$ cat src/rtl/serial_mod_residue.sv
// Serial residue engine: folds one stream bit per clock into value mod MODULUS,
// then hands the frame's residue and saturated length out on a valid/ready port.
module serial_mod_residue #(
  parameter int unsigned MODULUS   = 7,
  parameter bit          MSB_FIRST = 1'b0,
  parameter int unsigned LEN_W     = 8,
  localparam int unsigned W        = (MODULUS > 2) ? $clog2(MODULUS) : 1
) (
  input  logic             clk,
  input  logic             rst,
  input  logic             in_valid,
  input  logic             in_data,
  input  logic             in_last,
  input  logic             in_clear,
  output logic             in_ready,
  output logic             out_valid,
  input  logic             out_ready,
  output logic [W-1:0]     out_residue,
  output logic             out_zero,
  output logic [LEN_W-1:0] out_len
);

  localparam logic [W:0]       MOD_C   = (W+1)'(MODULUS);
  localparam logic [LEN_W-1:0] CNT_MAX = {LEN_W{1'b1}};

  logic [W-1:0]     acc_q, acc_d, acc_nx;
  logic [LEN_W-1:0] cnt_q, cnt_d, cnt_nx;
  logic             out_valid_q, out_valid_d;
  logic [W-1:0]     res_q, res_d;
  logic             zero_q, zero_d;
  logic [LEN_W-1:0] len_q, len_d;
  logic             accept;
  logic             frame_end;

  assign in_ready  = !rst && !in_clear && (!out_valid_q || out_ready);
  assign accept    = in_valid && in_ready;
  assign frame_end = accept && in_last;

  generate
    if (MSB_FIRST) begin : g_msb
      logic [W:0] dbl;

      always_comb begin
        dbl    = {acc_q, in_data};
        acc_nx = (dbl >= MOD_C) ? W'(dbl - MOD_C) : dbl[W-1:0];
      end
    end else begin : g_lsb
      // wgt_q tracks 2^k mod MODULUS for the bit position about to arrive.
      logic [W-1:0] wgt_q, wgt_d, wgt_nx;
      logic [W:0]   sum, wdbl;

      always_comb begin
        sum    = {1'b0, acc_q} + (in_data ? {1'b0, wgt_q} : {(W+1){1'b0}});
        acc_nx = (sum >= MOD_C) ? W'(sum - MOD_C) : sum[W-1:0];
        wdbl   = {wgt_q, 1'b0};
        wgt_nx = (wdbl >= MOD_C) ? W'(wdbl - MOD_C) : wdbl[W-1:0];
        wgt_d  = wgt_q;
        if (in_clear || frame_end) begin
          wgt_d = W'(1);
        end else if (accept) begin
          wgt_d = wgt_nx;
        end
      end

      always_ff @(posedge clk or posedge rst) begin
        if (rst) begin
          wgt_q <= W'(1);
        end else begin
          wgt_q <= wgt_d;
        end
      end
    end
  endgenerate

  always_comb begin
    cnt_nx = (cnt_q == CNT_MAX) ? cnt_q : cnt_q + 1'b1;

    acc_d = acc_q;
    cnt_d = cnt_q;
    if (in_clear || frame_end) begin
      acc_d = '0;
      cnt_d = '0;
    end else if (accept) begin
      acc_d = acc_nx;
      cnt_d = cnt_nx;
    end

    // A new result may load in the same cycle the previous one is taken.
    out_valid_d = out_valid_q;
    res_d       = res_q;
    zero_d      = zero_q;
    len_d       = len_q;
    if (frame_end) begin
      out_valid_d = 1'b1;
      res_d       = acc_nx;
      zero_d      = (acc_nx == '0);
      len_d       = cnt_nx;
    end else if (out_valid_q && out_ready) begin
      out_valid_d = 1'b0;
    end
  end

  always_ff @(posedge clk or posedge rst) begin
    if (rst) begin
      acc_q       <= '0;
      cnt_q       <= '0;
      out_valid_q <= 1'b0;
      res_q       <= '0;
      zero_q      <= 1'b0;
      len_q       <= '0;
    end else begin
      acc_q       <= acc_d;
      cnt_q       <= cnt_d;
      out_valid_q <= out_valid_d;
      res_q       <= res_d;
      zero_q      <= zero_d;
      len_q       <= len_d;
    end
  end

  assign out_valid   = out_valid_q;
  assign out_residue = res_q;
  assign out_zero    = zero_q;
  assign out_len     = len_q;

endmodule
$ cat config.mk
export PLATFORM = sky130hd
export DESIGN_NAME = serial_mod_residue
export DESIGN_NICKNAME = d
export VERILOG_FILES = /design/src/rtl/serial_mod_residue.sv
export SDC_FILE = /design/constraint.sdc
export NUM_CORES = 1
export LEC_CHECK = 0
export CAP_MARGIN = 30
export CORE_MARGIN = 1
export CORE_UTILIZATION = 53
export DETAILED_ROUTE_END_ITERATION = 8
export PLACE_DENSITY = 0.85
export SLEW_MARGIN = 20
export SYNTH_ARGS = -nofsm -noshare
export SYNTH_HDL_FRONTEND = slang
export SYNTH_SLANG_ARGS = --single-unit
$ cat constraint.sdc
create_clock -name clk -period 2.95 [get_ports clk]
set_input_delay 0.4425 -clock clk [delete_from_list [all_inputs] [get_ports clk]]
set_output_delay 0.4425 -clock clk [all_outputs]
set_load 0.05 [all_outputs]
* Word-level counts from Yosys, hierarchy flattened *
Cells that the tools add are included.
W data, S select, Z words.

storage, ports and cells
  output and inout bits = 14
  word-level logic and storage cells = 39
  bits in registers = 27
  input port bits = 7

operators by class
  magnitude comparators = 2
  reduce and logical (&&, ||, !) cells = 13
  muxes and demuxes = 12
  equality and inequality tests = 1
  add/sub/neg operators = 4

operator list
  kind                   count
  $mux W8                3
  $mux W3                7
  $add A8 B1 Y8 const B  1
  $eq A8 B8 Y1 const B   1
  $ge A4 B3 Y1 const B   2
  $sub A3 B3 Y3 const B  2
  $logic_and A1 B1 Y1    5
  $add A3 B3 Y4          1
  $reduce_bool A2 Y1     2
  $logic_not A1 Y1       3
  $logic_not A3 Y1       1
  $logic_or A1 B1 Y1     2
  $mux W1                2

* Depth between registers and ports, before layout *
  word-level depth = 7
  gate-level depth with buffers = 10

* Worst setup path before layout *
Ideal clock, no wire load.

  path type = reg-to-reg
  start = reg g_lsb.wgt_q[0]
  end = reg res_q[1] (netlist: out_residue[1])
  cell stages (with the launch flop) = 11
  period minus slack after synthesis = 2.677 ns
  setup slack = 0.273 ns
  setup time = 0.125 ns
  arrival time = 2.552 ns
  cells stage by stage = dfstp_2 and2_1 ha_1 inv_1 fa_1 inv_1 ha_1 nand2_1 a32oi_1 mux2_2 mux2_2

between the ends
  cells in the longest elaborated chain, start to end = 4
  elaborated cells between the ends (all ways) = 5
  those cells by class = 2 x add/sub; 1 x order compare; 2 x mux

RTL lines
  element                                        RTL line  source
  start, declared                                49        logic [W-1:0] wgt_q, wgt_d, wgt_nx;
  start signal, assigned                         69        wgt_q <= wgt_d;
  $mux W3 (*)                                    53        sum = {1'b0, acc_q} + (in_data ? {1'b0, wgt_q} : {(W+1){1'b0}});
  $add A3 B3 Y4 (*)                              53
  $ge A4 B3 Y1 or $sub A3 B3 Y3 (tied branches)  54        acc_nx = (sum >= MOD_C) ? W'(sum - MOD_C) : sum[W-1:0];
  $mux W3 (*)                                    54
  end signal, assigned                           115       res_q <= res_d;
  end, declared                                  29        logic [W-1:0] res_q, res_d;

Every way passes the cells marked *; elsewhere a longest branch is shown, timed or not.
A chain may end at the register's enable or synchronous reset.

* Worst setup path in the final report *
  start = in in_data
  end = reg res_q[1] (netlist: out_residue[1])

between the ends
  cells in the longest elaborated chain, start to end = 4
  elaborated cells between the ends (all ways) = 5
  those cells by class = 2 x add/sub; 1 x order compare; 2 x mux

RTL lines
  element                                        RTL line  source
  start, declared                                12        input logic in_data,
  $mux W3 (*)                                    53
  $add A3 B3 Y4 (*)                              53
  $ge A4 B3 Y1 or $sub A3 B3 Y3 (tied branches)  54
  $mux W3 (*)                                    54

Marked as above.

==> results_dict.tcl <==
set metrics [dict create \
    setup_viol 0 \
    cts_hold_buffers 0 \
    clock.fmax_mhz 364.2 \
    drv_slew 0 \
    grtUsageTotal_pct 23.80 \
    dpl_worst_slack_ns -0.1455 \
    skew_ns 0.004431 \
    synth-simple-area-share_pct 18.76 \
    grt_pass1_vias 1122 \
    grt_start_max_net_pins 28 \
    cts_buffers 3 \
    seq_area_frac_synth_pct 46.12 \
    tns_ns 0 \
    cp_slowest_cell "clkdlybuf4s50_1" \
    drive_above_1_share_pct 10.92 \
    clock-sinks 27 \
    synth_compound_area_share_pct 19.35 \
    final_cell_mix "dfrtp_1 (26), clkdlybuf4s50_1 (20), nand2_1 (16), o21ai_0 (16), nor2_1 (10)" \
    fin_crit_sh_pct 93.07 \
    ys.warnings.count 0 \
    cts_resized 0 \
    muxShareOfSynthArea_pct 4.348 \
    slew_headroom_pct 54.02 \
    synth_xor_xnor_area_share_pct 1.790 \
    cts_tree "done" \
    p_leak_uw 0.0007784 \
    cp.arrival_ns 2.98 \
    place_area_um2 1718 \
    route.vias.total 1200 \
    crit_fanout 4 \
    synth.avg_cell_area_um2 9.784 \
    syn_to_final_growth_pct 18.84 \
    layout_commonest_cell "dfrtp_1" \
    cp_data_required_time_ns 3.18 \
    die_w_um 54.62 \
    detail_route.vias_per_cell 5.882 \
    wire_per_inst_um 15.00 \
    ios 21 \
    rows 18 \
    die_area_um2 2983 \
    first_iter_violations 36 \
    power.density_nw_per_um2 411.5 \
    syn_inst 150 \
    ys_ff_latch 27 \
    clk-insertion-delay-late_ns 0.33 \
    status "finished, final reports clean" \
    drc 0 \
    yosysUniqueCellTypes 40 \
    path_cells "clkdlybuf4s50_1 -> and2_1 -> ha_1 -> inv_1 -> fa_1 -> inv_1 -> ha_1 -> nand2b_1 -> a32oi_1 -> mux2_2 -> mux2_2" \
    cpPeakStageDelay_ns 0.44 \
    port_buffers 20 \
    synth_adder_area_share_pct 5.627 \
    core_um2 2545 \
    cts.reportedPaths.clkPinSlew_ns 0.14 \
    die_h_um 54.62 \
    dp_hpwl_mm 2.358 \
    initial_core_util_pct 57.67 \
    antenna_cells 0 \
    stdcell_area_um2 1744 \
    fin_ws_ns 0.2045 \
    crit_path_start_kind "primary input" \
    worstMarginPinSlew_ns 0.6865 \
    placed_cells 200 \
    grt_overflow 0 \
    clock-root-buffer "clkbuf_4" \
    ir_worst_vdd_mv 0.3656 \
    synth_top_family_by_area "compound AO/OA/AOI/OAI gates" \
    drt_first_pass_iters 4 \
    drtAntennaViolNets 0 \
    rsz0062_at_grt "false" \
    clockBufferDepth 2 \
    hp-class "flop to flop" \
    path_class "primary input to flop" \
    final_cells 204 \
    finalHoldViolations 0 \
    grt_pass1_wl_mm 4.871 \
    antenna_found_initial 0 \
    final_nets 188 \
    netlist_area_um2 1468 \
    routabilityCongestion 0.8655 \
    synth_fp_nets 163 \
    cap_violations 0 \
    utilization_pct 68.53 \
    routed_wl_mm 3.060 \
    end_kind "flop" \
    period_minus_slack_ns 2.746 \
    cts_setup_buffers 0 \
    cts_htree_levels 1 \
]
==> path summary, 6_finish.rpt <==
| path | start | depth (start not counted) | to | slack (ns) |
|---|---|---|---|---|
| worst max-delay path | in_data | 11 | out_residue[1]$_DFFE_PP0P_ | 0.20 |
| worst min-delay path | out_len[4]$_DFFE_PP0P_ | 2 | out_len[4]$_DFFE_PP0P_ | 0.50 |
| worst max register to register | g_lsb.wgt_q[0]$_DFFE_PP1P_ | 10 | out_residue[1]$_DFFE_PP0P_ | 0.28 |
| worst min register to register | out_len[4]$_DFFE_PP0P_ | 2 | out_len[4]$_DFFE_PP0P_ | 0.50 |
| max in group asynchronous | rst | 3 | g_lsb.wgt_q[0]$_DFFE_PP1P_ | 2.11 |
| min in group asynchronous | rst | 3 | out_len[2]$_DFFE_PP0P_ | 0.54 |
==> state kept, by name, summed over array words and instances (netlist names) <==
name and count:
out_zero 1, acc_q 3, g_lsb.wgt_q 3, out_valid 1
out_residue 3, out_len 8, cnt_q 8
==> cell usage after synthesis <==
| library cell | count | area (um2) |
|---|---|---|
| a211oi_2 | 1 | 12.51 |
| a21o_1 | 1 | 7.510 |
| a21oi_1 | 9 | 45.04 |
| a22o_1 | 4 | 35.03 |
| a31o_2 | 1 | 8.760 |
| a31oi_1 | 2 | 12.51 |
| a32o_1 | 1 | 10.01 |
| a32oi_1 | 1 | 8.760 |
| a41oi_1 | 1 | 8.760 |
| and2_1 | 5 | 31.28 |
| and3_1 | 1 | 6.260 |
| and4_1 | 1 | 8.760 |
| and4_2 | 1 | 10.01 |
| and4b_2 | 1 | 11.26 |
| buf_2 | 2 | 10.01 |
| buf_4 | 2 | 15.01 |
| clkbuf_1 | 2 | 7.510 |
| dfrtp_1 | 26 | 650.6 |
| dfstp_2 | 1 | 26.28 |
| fa_1 | 1 | 20.02 |
| ha_1 | 5 | 62.56 |
| inv_1 | 7 | 26.28 |
| mux2_2 | 3 | 33.78 |
| mux2i_1 | 3 | 30.03 |
| nand2_1 | 16 | 60.06 |
| nand2b_1 | 2 | 12.51 |
| nand3_1 | 4 | 20.02 |
| nand4_1 | 3 | 18.77 |
| nand4_2 | 1 | 12.51 |
| nand4b_1 | 2 | 17.52 |
| nor2_1 | 10 | 37.54 |
| nor2b_1 | 1 | 6.260 |
| nor3_1 | 1 | 5.000 |
| o21a_1 | 1 | 7.510 |
| o21ai_0 | 16 | 80.08 |
| o22a_1 | 2 | 17.52 |
| o31ai_1 | 4 | 30.03 |
| or3_1 | 1 | 6.260 |
| or3b_4 | 1 | 11.26 |
| xnor2_1 | 3 | 26.28 |
==> cell families (layout without fill, tap and decap cells) <==
kind of cell	count (synthesis)	in the layout
simple gates	51	51
compound gates	44	44
flops	27	27
buf+inv	13	37
fa+ha+maj	6	6
mux	6	6
xor+xnor	3	3
==> layout make-up <==
class	count	area, um2
Clock buffer	4	26.28
Fill cell	197	800.8
Inverter	7	26.28
Multi-Input combinational cell	110	732.0
Sequential cell	27	676.9
Tap cell	30	37.54
Timing Repair Buffer	26	245.2
==> through the flow <==
| stage | total power, uW | hold slack [ns] |
|---|---|---|
| 2_1_floorplan | 505.5 | 0.4563 |
| 3_3_place_gp | 559.4 | 0.4603 |
| 3_5_place_dp | 565.0 | 0.4700 |
| 4_1_cts | 723.0 | 0.5013 |
| 5_1_grt | 750.4 | 0.5190 |
| 6_report | 717.7 | 0.4974 |
==> power by group <==
group	internal, uW	total (uW)	switching [uW]
clock	53.0	161	108
sequential	388	399	10.6
combinational	56.1	158	102
==> layer usage <==
metal,global-route usage [%],wire length (um)
met3,3.333,73
met4,7.692,43
met5,0,0
met2,44.38,1626
met1,27.40,1317
==> critical path: cells and delay by family <==
| family | cells | cell delay, ns |
|---|---|---|
| AOI/OAI and AO/OA | 1 | 0.21 |
| adders and majority gates | 3 | 0.81 |
| buffers and inverters | 3 | 0.60 |
| muxes | 2 | 0.63 |
| and+or+nand+nor | 2 | 0.27 |
Note: power is estimated with default switching activity, not from simulation.
